--- config.mk ---
export PLATFORM = sky130hd
export DESIGN_NAME = reg_bridge
export DESIGN_NICKNAME = d
export VERILOG_FILES = /design/src/rtl/reg_bridge.sv
export SDC_FILE = /design/constraint.sdc
export NUM_CORES = 1
export LEC_CHECK = 0
export ABC_AREA = 0
export BUFFER_PORTS_ARGS = -buffer_cell sky130_fd_sc_hd__buf_2
export CORE_MARGIN = 2
export CORE_UTILIZATION = 59
export CTS_BUF_LIST = sky130_fd_sc_hd__clkbuf_4
export DETAILED_ROUTE_END_ITERATION = 8
export GPL_TIMING_DRIVEN = 0
export PLACE_DENSITY = 0.82
export SYNTH_ARGS = -nofsm -noshare
export SYNTH_HDL_FRONTEND = slang
export SYNTH_SLANG_ARGS = --single-unit
export TNS_END_PERCENT = 100
--- constraint.sdc ---
create_clock -name clk -period 2.6 [get_ports clk]
set_input_delay 0.26 -clock clk [delete_from_list [all_inputs] [get_ports clk]]
set_output_delay 0.26 -clock clk [all_outputs]
set_load 0.02 [all_outputs]
--- src/rtl/reg_bridge.sv ---
// Host-link to mapper-mux register bridge: decodes command frames and paces 12-bit
// register writes so a slow toggle-synchronised consumer samples each one.
//
// state     | meaning
// ----------+------------------------------------------------------------
// S_CMD     | waiting for the command byte {op, addr}
// S_WR_LO   | waiting for low data byte of a write
// S_WR_HI   | waiting for high nibble byte; submits the write
// S_TX      | shifting out the status snapshot, one byte per tx_req
// S_DISCARD | frame finished or unknown; ignore everything until frame_start
module reg_bridge #(
  parameter int HOLD_CYCLES = 256
) (
  input  logic        clk,
  input  logic        reset,
  input  logic        frame_start,
  input  logic        rx_valid,
  input  logic [7:0]  rx_data,
  input  logic        tx_req,
  output logic [7:0]  tx_data,
  output logic [11:0] wr_reg,
  output logic [3:0]  wr_reg_addr,
  output logic        wr_reg_changed,
  input  logic [31:0] status_reg,
  output logic        busy
);

  localparam int CW = (HOLD_CYCLES > 1) ? $clog2(HOLD_CYCLES) : 1;
  localparam logic [CW-1:0] HOLD_LOAD = CW'(HOLD_CYCLES - 1);

  typedef enum logic [2:0] {S_CMD, S_WR_LO, S_WR_HI, S_TX, S_DISCARD} state_t;

  state_t        state, cur_state, state_nxt;
  logic [7:0]    tx_nxt, lo, lo_nxt;
  logic [31:0]   snap, snap_nxt;
  logic [1:0]    idx, idx_nxt;
  logic [3:0]    cmd_addr, addr_nxt;
  logic          submit, ovf_clr, overflow, ovf_nxt;
  logic [11:0]   sub_data;

  logic [CW-1:0] hold_cnt, cnt_nxt;
  logic          hold_zero, issue_pend, issue_new, drop, store;
  logic          pend_valid, pend_nxt;
  logic [11:0]   pend_data;
  logic [3:0]    pend_addr;

  // frame_start restarts the frame in the same cycle, so a coincident byte is a command
  always_comb begin
    cur_state = frame_start ? S_CMD : state;
    state_nxt = cur_state;
    tx_nxt    = frame_start ? 8'h00 : tx_data;
    snap_nxt  = snap;
    idx_nxt   = idx;
    lo_nxt    = lo;
    addr_nxt  = cmd_addr;
    submit    = 1'b0;
    ovf_clr   = 1'b0;
    case (cur_state)
      S_CMD: if (rx_valid) begin
        addr_nxt = rx_data[3:0];
        case (rx_data[7:4])
          4'h1: state_nxt = S_WR_LO;
          4'h2: begin
            snap_nxt  = status_reg;
            tx_nxt    = status_reg[7:0];
            idx_nxt   = 2'd0;
            state_nxt = S_TX;
          end
          4'h3: begin
            tx_nxt    = {6'b0, overflow, busy};
            ovf_clr   = 1'b1;
            state_nxt = S_DISCARD;
          end
          default: state_nxt = S_DISCARD;
        endcase
      end
      S_WR_LO: if (rx_valid) begin
        lo_nxt    = rx_data;
        state_nxt = S_WR_HI;
      end
      S_WR_HI: if (rx_valid) begin
        submit    = 1'b1;
        state_nxt = S_DISCARD;
      end
      S_TX: if (tx_req) begin
        if (idx == 2'd3) begin
          tx_nxt    = 8'h00;
          state_nxt = S_DISCARD;
        end else begin
          idx_nxt = idx + 2'd1;
          tx_nxt  = snap[{idx_nxt, 3'b000} +: 8];
        end
      end
      default: ;
    endcase
  end

  assign sub_data = {rx_data[3:0], lo};

  // A write arriving as the slot drains refills the slot instead of being dropped
  always_comb begin
    hold_zero  = (hold_cnt == '0);
    issue_pend = hold_zero & pend_valid;
    issue_new  = hold_zero & ~pend_valid & submit;
    drop       = submit & pend_valid & ~hold_zero;
    store      = submit & ~issue_new & ~drop;
    cnt_nxt    = hold_cnt;
    if (issue_pend || issue_new)
      cnt_nxt = HOLD_LOAD;
    else if (!hold_zero)
      cnt_nxt = hold_cnt - CW'(1);
    pend_nxt = pend_valid;
    if (store)
      pend_nxt = 1'b1;
    else if (issue_pend)
      pend_nxt = 1'b0;
    ovf_nxt = drop | (overflow & ~ovf_clr);
  end

  always_ff @(posedge clk) begin
    if (reset) begin
      state          <= S_CMD;
      tx_data        <= 8'h00;
      snap           <= '0;
      idx            <= 2'd0;
      lo             <= 8'h00;
      cmd_addr       <= 4'h0;
      overflow       <= 1'b0;
      hold_cnt       <= '0;
      pend_valid     <= 1'b0;
      pend_data      <= '0;
      pend_addr      <= '0;
      wr_reg         <= '0;
      wr_reg_addr    <= '0;
      wr_reg_changed <= 1'b0;
      busy           <= 1'b0;
    end else begin
      state      <= state_nxt;
      tx_data    <= tx_nxt;
      snap       <= snap_nxt;
      idx        <= idx_nxt;
      lo         <= lo_nxt;
      cmd_addr   <= addr_nxt;
      overflow   <= ovf_nxt;
      hold_cnt   <= cnt_nxt;
      pend_valid <= pend_nxt;
      busy       <= (cnt_nxt != '0) | pend_nxt;
      if (store) begin
        pend_data <= sub_data;
        pend_addr <= cmd_addr;
      end
      if (issue_pend) begin
        wr_reg         <= pend_data;
        wr_reg_addr    <= pend_addr;
        wr_reg_changed <= ~wr_reg_changed;
      end else if (issue_new) begin
        wr_reg         <= sub_data;
        wr_reg_addr    <= cmd_addr;
        wr_reg_changed <= ~wr_reg_changed;
      end
    end
  end

endmodule

# Word level (Yosys, flattened, before mapping)
# Index checks and enable logic that the tools add are counted.
dict set report totals {
  reg_bits 101
  latch_bits 0
  ram_bits 0
  romBits 0
  in_bits 45
  out_inout_bits 26
  wordCells 89
  mem_count 0
}
dict set report classes {
  addsub 2
  mul 0
  div 0
  n_lt_le_gt_ge 0
  eq_ne 11
  shifts 1
  mux 34
  bitwise 16
  reduce_logical 10
}
# operator n
set op_table {}
lappend op_table {{$mux 8} 6}
lappend op_table {{$pmux 8 s2} 2}
lappend op_table {{$shiftx 32x6->8} 1}
lappend op_table {{$mux 12} 2}
lappend op_table {{$mux 3} 6}
lappend op_table {{$pmux 3 s4} 1}
lappend op_table {{$mux 1} 9}
lappend op_table {{$and 1x1->1} 8}
lappend op_table {{$eq 4x2->1 const B} 2}
lappend op_table {{$logic_not 8->1} 1}
lappend op_table {{$mux 2} 4}
lappend op_table {{$mux 4} 2}
lappend op_table {{$ne 2x2->1 const B} 4}
lappend op_table {{$reduce_bool 8->1} 1}
lappend op_table {{$sub 8x1->8 const B} 1}
lappend op_table {{$eq 3x2->1 const B} 2}
lappend op_table {{$not 1->1} 6}
lappend op_table {{$pmux 3 s2} 1}
lappend op_table {{$reduce_and 5->1} 1}
lappend op_table {{$eq 4x1->1 const B} 1}
lappend op_table {{$pmux 2 s2} 1}
lappend op_table {{$reduce_and 2->1} 2}
lappend op_table {{$reduce_bool 2->1} 2}
lappend op_table {{$eq 3x1->1 const B} 1}
lappend op_table {{other kinds (6)} 7}

# Logic depth before layout (Yosys ltp)
dict set report logic_depth {
  depth_word 9
  mapped_depth 9
  mapped_depth_nobuf 6
}

# Worst setup path after synthesis
# No wires, ideal clock.
dict set report synth_path {
  kind {register to register}
  start {register hold_cnt[0]}
  end {register pend_addr[0]}
  setup_time_ns 0.072
  t_arrival_ns 2.044
  t_required_ns 2.528
  path_slack_ns 0.485
  path_stages_with_launch 10
  path_buffers 3
  synth_period_minus_slack_ns 2.115
  cell_sequence {dfxtp_1 > clkbuf_1 > inv_1 > ha_1 > nor3b_2 > and3_1 > buf_6 > mux2i_4 > buf_6 > mux2i_1}
}
dict set report synth_between {
  elab_chain_cells 6
  elab_cells_between_ends 9
  classes_between {8 x bitwise; 1 x reduce/logical}
}
# element line_no
set synth_rtl {}
lappend synth_rtl {{start: declaration} 41} ;# logic [CW-1:0] hold_cnt, cnt_nxt;
lappend synth_rtl {{start signal: assignment} 145} ;# hold_cnt <= cnt_nxt;
lappend synth_rtl {{$logic_not 8->1 (*)} 102} ;# hold_zero = (hold_cnt == '0);
lappend synth_rtl {{$and 1x1->1 (2 in a row)} 104} ;# issue_new = hold_zero & ~pend_valid & submit;
lappend synth_rtl {{$not 1->1} 106} ;# store = submit & ~issue_new & ~drop;
lappend synth_rtl {{$and 1x1->1} 106}
lappend synth_rtl {{$and 1x1->1 (*)} 106}
lappend synth_rtl {{end signal: assignment} 150} ;# pend_addr <= cmd_addr;
lappend synth_rtl {{end: declaration} 45} ;# logic [3:0] pend_addr;
# Mark *: on every way between the ends. The rest lies on a longest branch, timed or not.
# A chain may end at the register's enable or synchronous reset.

# Worst setup path after layout
dict set report layout_path {
  start {register hold_cnt[0]}
  end {register wr_reg_addr[2]}
}
dict set report layout_between {
  elab_chain_cells 4
  elab_cells_between_ends 6
  classes_between {1 x mux; 3 x bitwise; 2 x reduce/logical}
}
# element line_no
set layout_rtl {}
lappend layout_rtl {{$logic_not 8->1 (*)} 102}
lappend layout_rtl {{$and 1x1->1 (2 in a row)} 104}
lappend layout_rtl {{$reduce_bool 2->1 (no source line)} -}
lappend layout_rtl {{end signal: assignment} 154} ;# wr_reg_addr <= pend_addr;
lappend layout_rtl {{end signal: assignment} 158} ;# wr_reg_addr <= cmd_addr;
lappend layout_rtl {{end: declaration} 22} ;# output logic [3:0] wr_reg_addr,
# Marks and branches as above.

==> run metrics <==
CP max-delay cell nand4_1; sum of negative setup slack 0 ns; IO Port Bufs 67; RSZ-0062 raised after global routing false; Die Span Y 93.6 um; Avg Inst Size Synth 8.53 um^2; Min-Delay Path Class in2reg; Startpoint Class register; worst slew pin tran 0.753 ns; max-slew violation count 0; Clock Latency Late Sink 0.47 ns; sequential share of the synthesized area 42.6%; Final Hold Viols 0; Post-DP HPWL 8830 um; achievable frequency 426 MHz; Post-route DRC 0; PwrDens 660 nW/um^2; # rows 32; Syn Nets 603; final setup skew 0.0142 ns; gr usage total 29.0%; #FFs+latches synth 101; Reg clk slew, reported paths 0.16 ns; asr flop ratio synth 0%; synth warn 0; vias in the first global route 4228; CTS root buf clkbuf_4; max cap viols 0; Initial Utilization 61.0%; CTS H-tree lvls 3; 1st-iter DRT viols 200; max reg flops 32; Top delay family on crit path simple AND/OR/NAND/NOR gates; worst-path cell chain clkbuf_1 > inv_1 > ha_1 > nor3b_2 > nand4_1 > nand2_1 > a311oi_1; period utilization 90.2%; fin nets 690; Final Critical Period 2.34 ns; Max Buffers Root-to-Sink 2; Avg WL per Cell 16.2 um; global-route wire length before repair 20100 um; placed cell count 725; ANT cells 0; Post-synth EDFFs 0; Core Footprint 7770 um^2; cells after synthesis 556; slowest cell delay on critical path 0.63 ns; largest net degree at the start of global routing 18; grt met2 use 51.1%; crit path kind reg2reg; leading cell type by number of instances after synthesis dfxtp_1; Max VDD drop 0.000379 V; crit path from hold_cnt[0]$_SDFF_PP0_; Worst Hold Launch status_reg[30]; Area contributors post-synth dfxtp_1 (43%), mux2i_1 (9.1%), nand2_1 (6.8%); Clock Sinks 101; share of post-route cells with drive strength above 1 17.7%; Rel. slew slack 49.6%; Pleak 2.04 nW; Layout Cells excl Fill 750; area grow syn2layout 15.3%; clock buffer count from CTS 9; met3 Use GR 5.40%; routability-driven placement congestion ratio 0.904; Worst EP arrival 2.68 ns; worst path bufs/invs 2; Setup-failing EPs final 0; initial antenna violation count 0; CTS tree yes; synthesized area 4740 um^2; FF-to-FF Start hold_cnt[0]$_SDFF_PP0_; final WL 12200 um; antenna-violating nets left 0; outcome finished clean; Via density 5.82; via count 4364; most frequent cells after synthesis dfxtp_1 (101), nand2_1 (86), a21oi_1 (62); Req. time, crit path 2.93 ns; # IOs 71; Die Area 8770 um^2; Detailed Routing Iterations Pass 1 4; GR Util met1 35.3%; fillers 641; gr busiest metal met2; DIE WIDTH 93.6 um; CP max FO 16; GRT overflow 0; Synth Flop Type dfxtp_1; CP endpoint kind register; top cell type's share of synthesized area 42.6%; Synth cell types 54; post-synth top area cell dfxtp_1
[worst register-to-register path, cell delays in order, from the launching register on]
cell      delay (ns)
dfxtp_1         0.32
clkbuf_1        0.18
inv_1           0.10
ha_1            0.31
nor3b_2         0.30
nand4_1         0.63
nand2_1         0.27
a311oi_1        0.12
[repair_timing]
item                                    in CTS  in global routing
setup buffers                                0                  2
endpoints found under the setup margin       0                 20
hold buffers                                 7                  1
hold endpoints to repair                     7                  1
gates resized for setup                      0                  2
[per-stage QoR]
step	hold WS, ns	util, %	power (mW)	setup WS [ns]	cell area, um^2
after floorplan	0.396	-	2.41	0.485	4740
after global placement	0.441	67.0	2.63	0.176	5200
after detailed placement	0.446	67.0	2.66	0.102	5200
after CTS	0.0000367	70.0	3.60	0.0806	5440
after global routing	0.00150	70.4	3.79	0.00335	5470
final	0.00635	70.4	3.61	0.255	5470
[logic make-up (layout without fill, tap and decap cells)]
| family | after synthesis | in the layout | share of synthesized area, % |
|---|---|---|---|
| flip-flops | 101 | 101 | 42.6 |
| adder cells (fa/ha/maj) | 3 | 3 | 0.739 |
| buffers and inverters | 52 | 144 | 4.88 |
| AO/OA/AOI/OAI | 129 | 129 | 17.5 |
| XOR/XNOR | 5 | 5 | 0.924 |
| AND/OR/NAND/NOR | 220 | 220 | 22.8 |
| multiplexers | 46 | 46 | 10.5 |
[report_power, final]
part | total, mW | internal [mW] | switching, mW
sequential | 1.70 | 1.63 | 0.0729
clock | 0.948 | 0.398 | 0.550
combinational | 0.962 | 0.377 | 0.584
[cell type report]
type                    instances  area (um^2)  share of cell area [%]
repair buffers                 77          430                    7.87
well taps                     102          128                    2.33
inverters                      11         41.3                   0.755
clock buffers                   9         67.6                    1.24
plain buffers                  40          186                    3.41
flip-flops and latches        101         2020                    37.0
clock inverters                 7         96.3                    1.76
multi-input cells             403         2490                    45.6
[worst paths after layout]
path                                               endpoint  slack, ns  depth (start not counted)
worst min-delay path                  snap[30]$_SDFFE_PP0P_      0.006                          3
worst min register to register         snap[9]$_SDFFE_PP0P_       0.47                          2
worst max register to register  wr_reg_addr[2]$_SDFFE_PP0P_       0.26                          7
worst max-delay path            wr_reg_addr[2]$_SDFFE_PP0P_       0.26                          7
[layout by cell type (no fill, tap or decap), drive strengths merged, types with 11 or more instances in the layout]
| master | Yosys | routed |
|---|---|---|
| a21oi | 62 | 62 |
| a311oi | 19 | 19 |
| buf | 18 | 87 |
| clkbuf | 23 | 31 |
| dfxtp | 101 | 101 |
| inv | 11 | 14 |
| mux2i | 44 | 44 |
| nand2 | 86 | 86 |
| nand2b | 35 | 35 |
| nand3 | 28 | 28 |
| nor2 | 31 | 31 |
| nor3 | 11 | 11 |
| o21ai | 11 | 11 |
[routing by layer]
metal,up-vias,wire length [um]
li1,2135,-
met2,166,6140
met5,-,0
met3,24,770
met4,0,191
met1,2039,5080
Note: power is estimated with default switching activity, not from simulation.
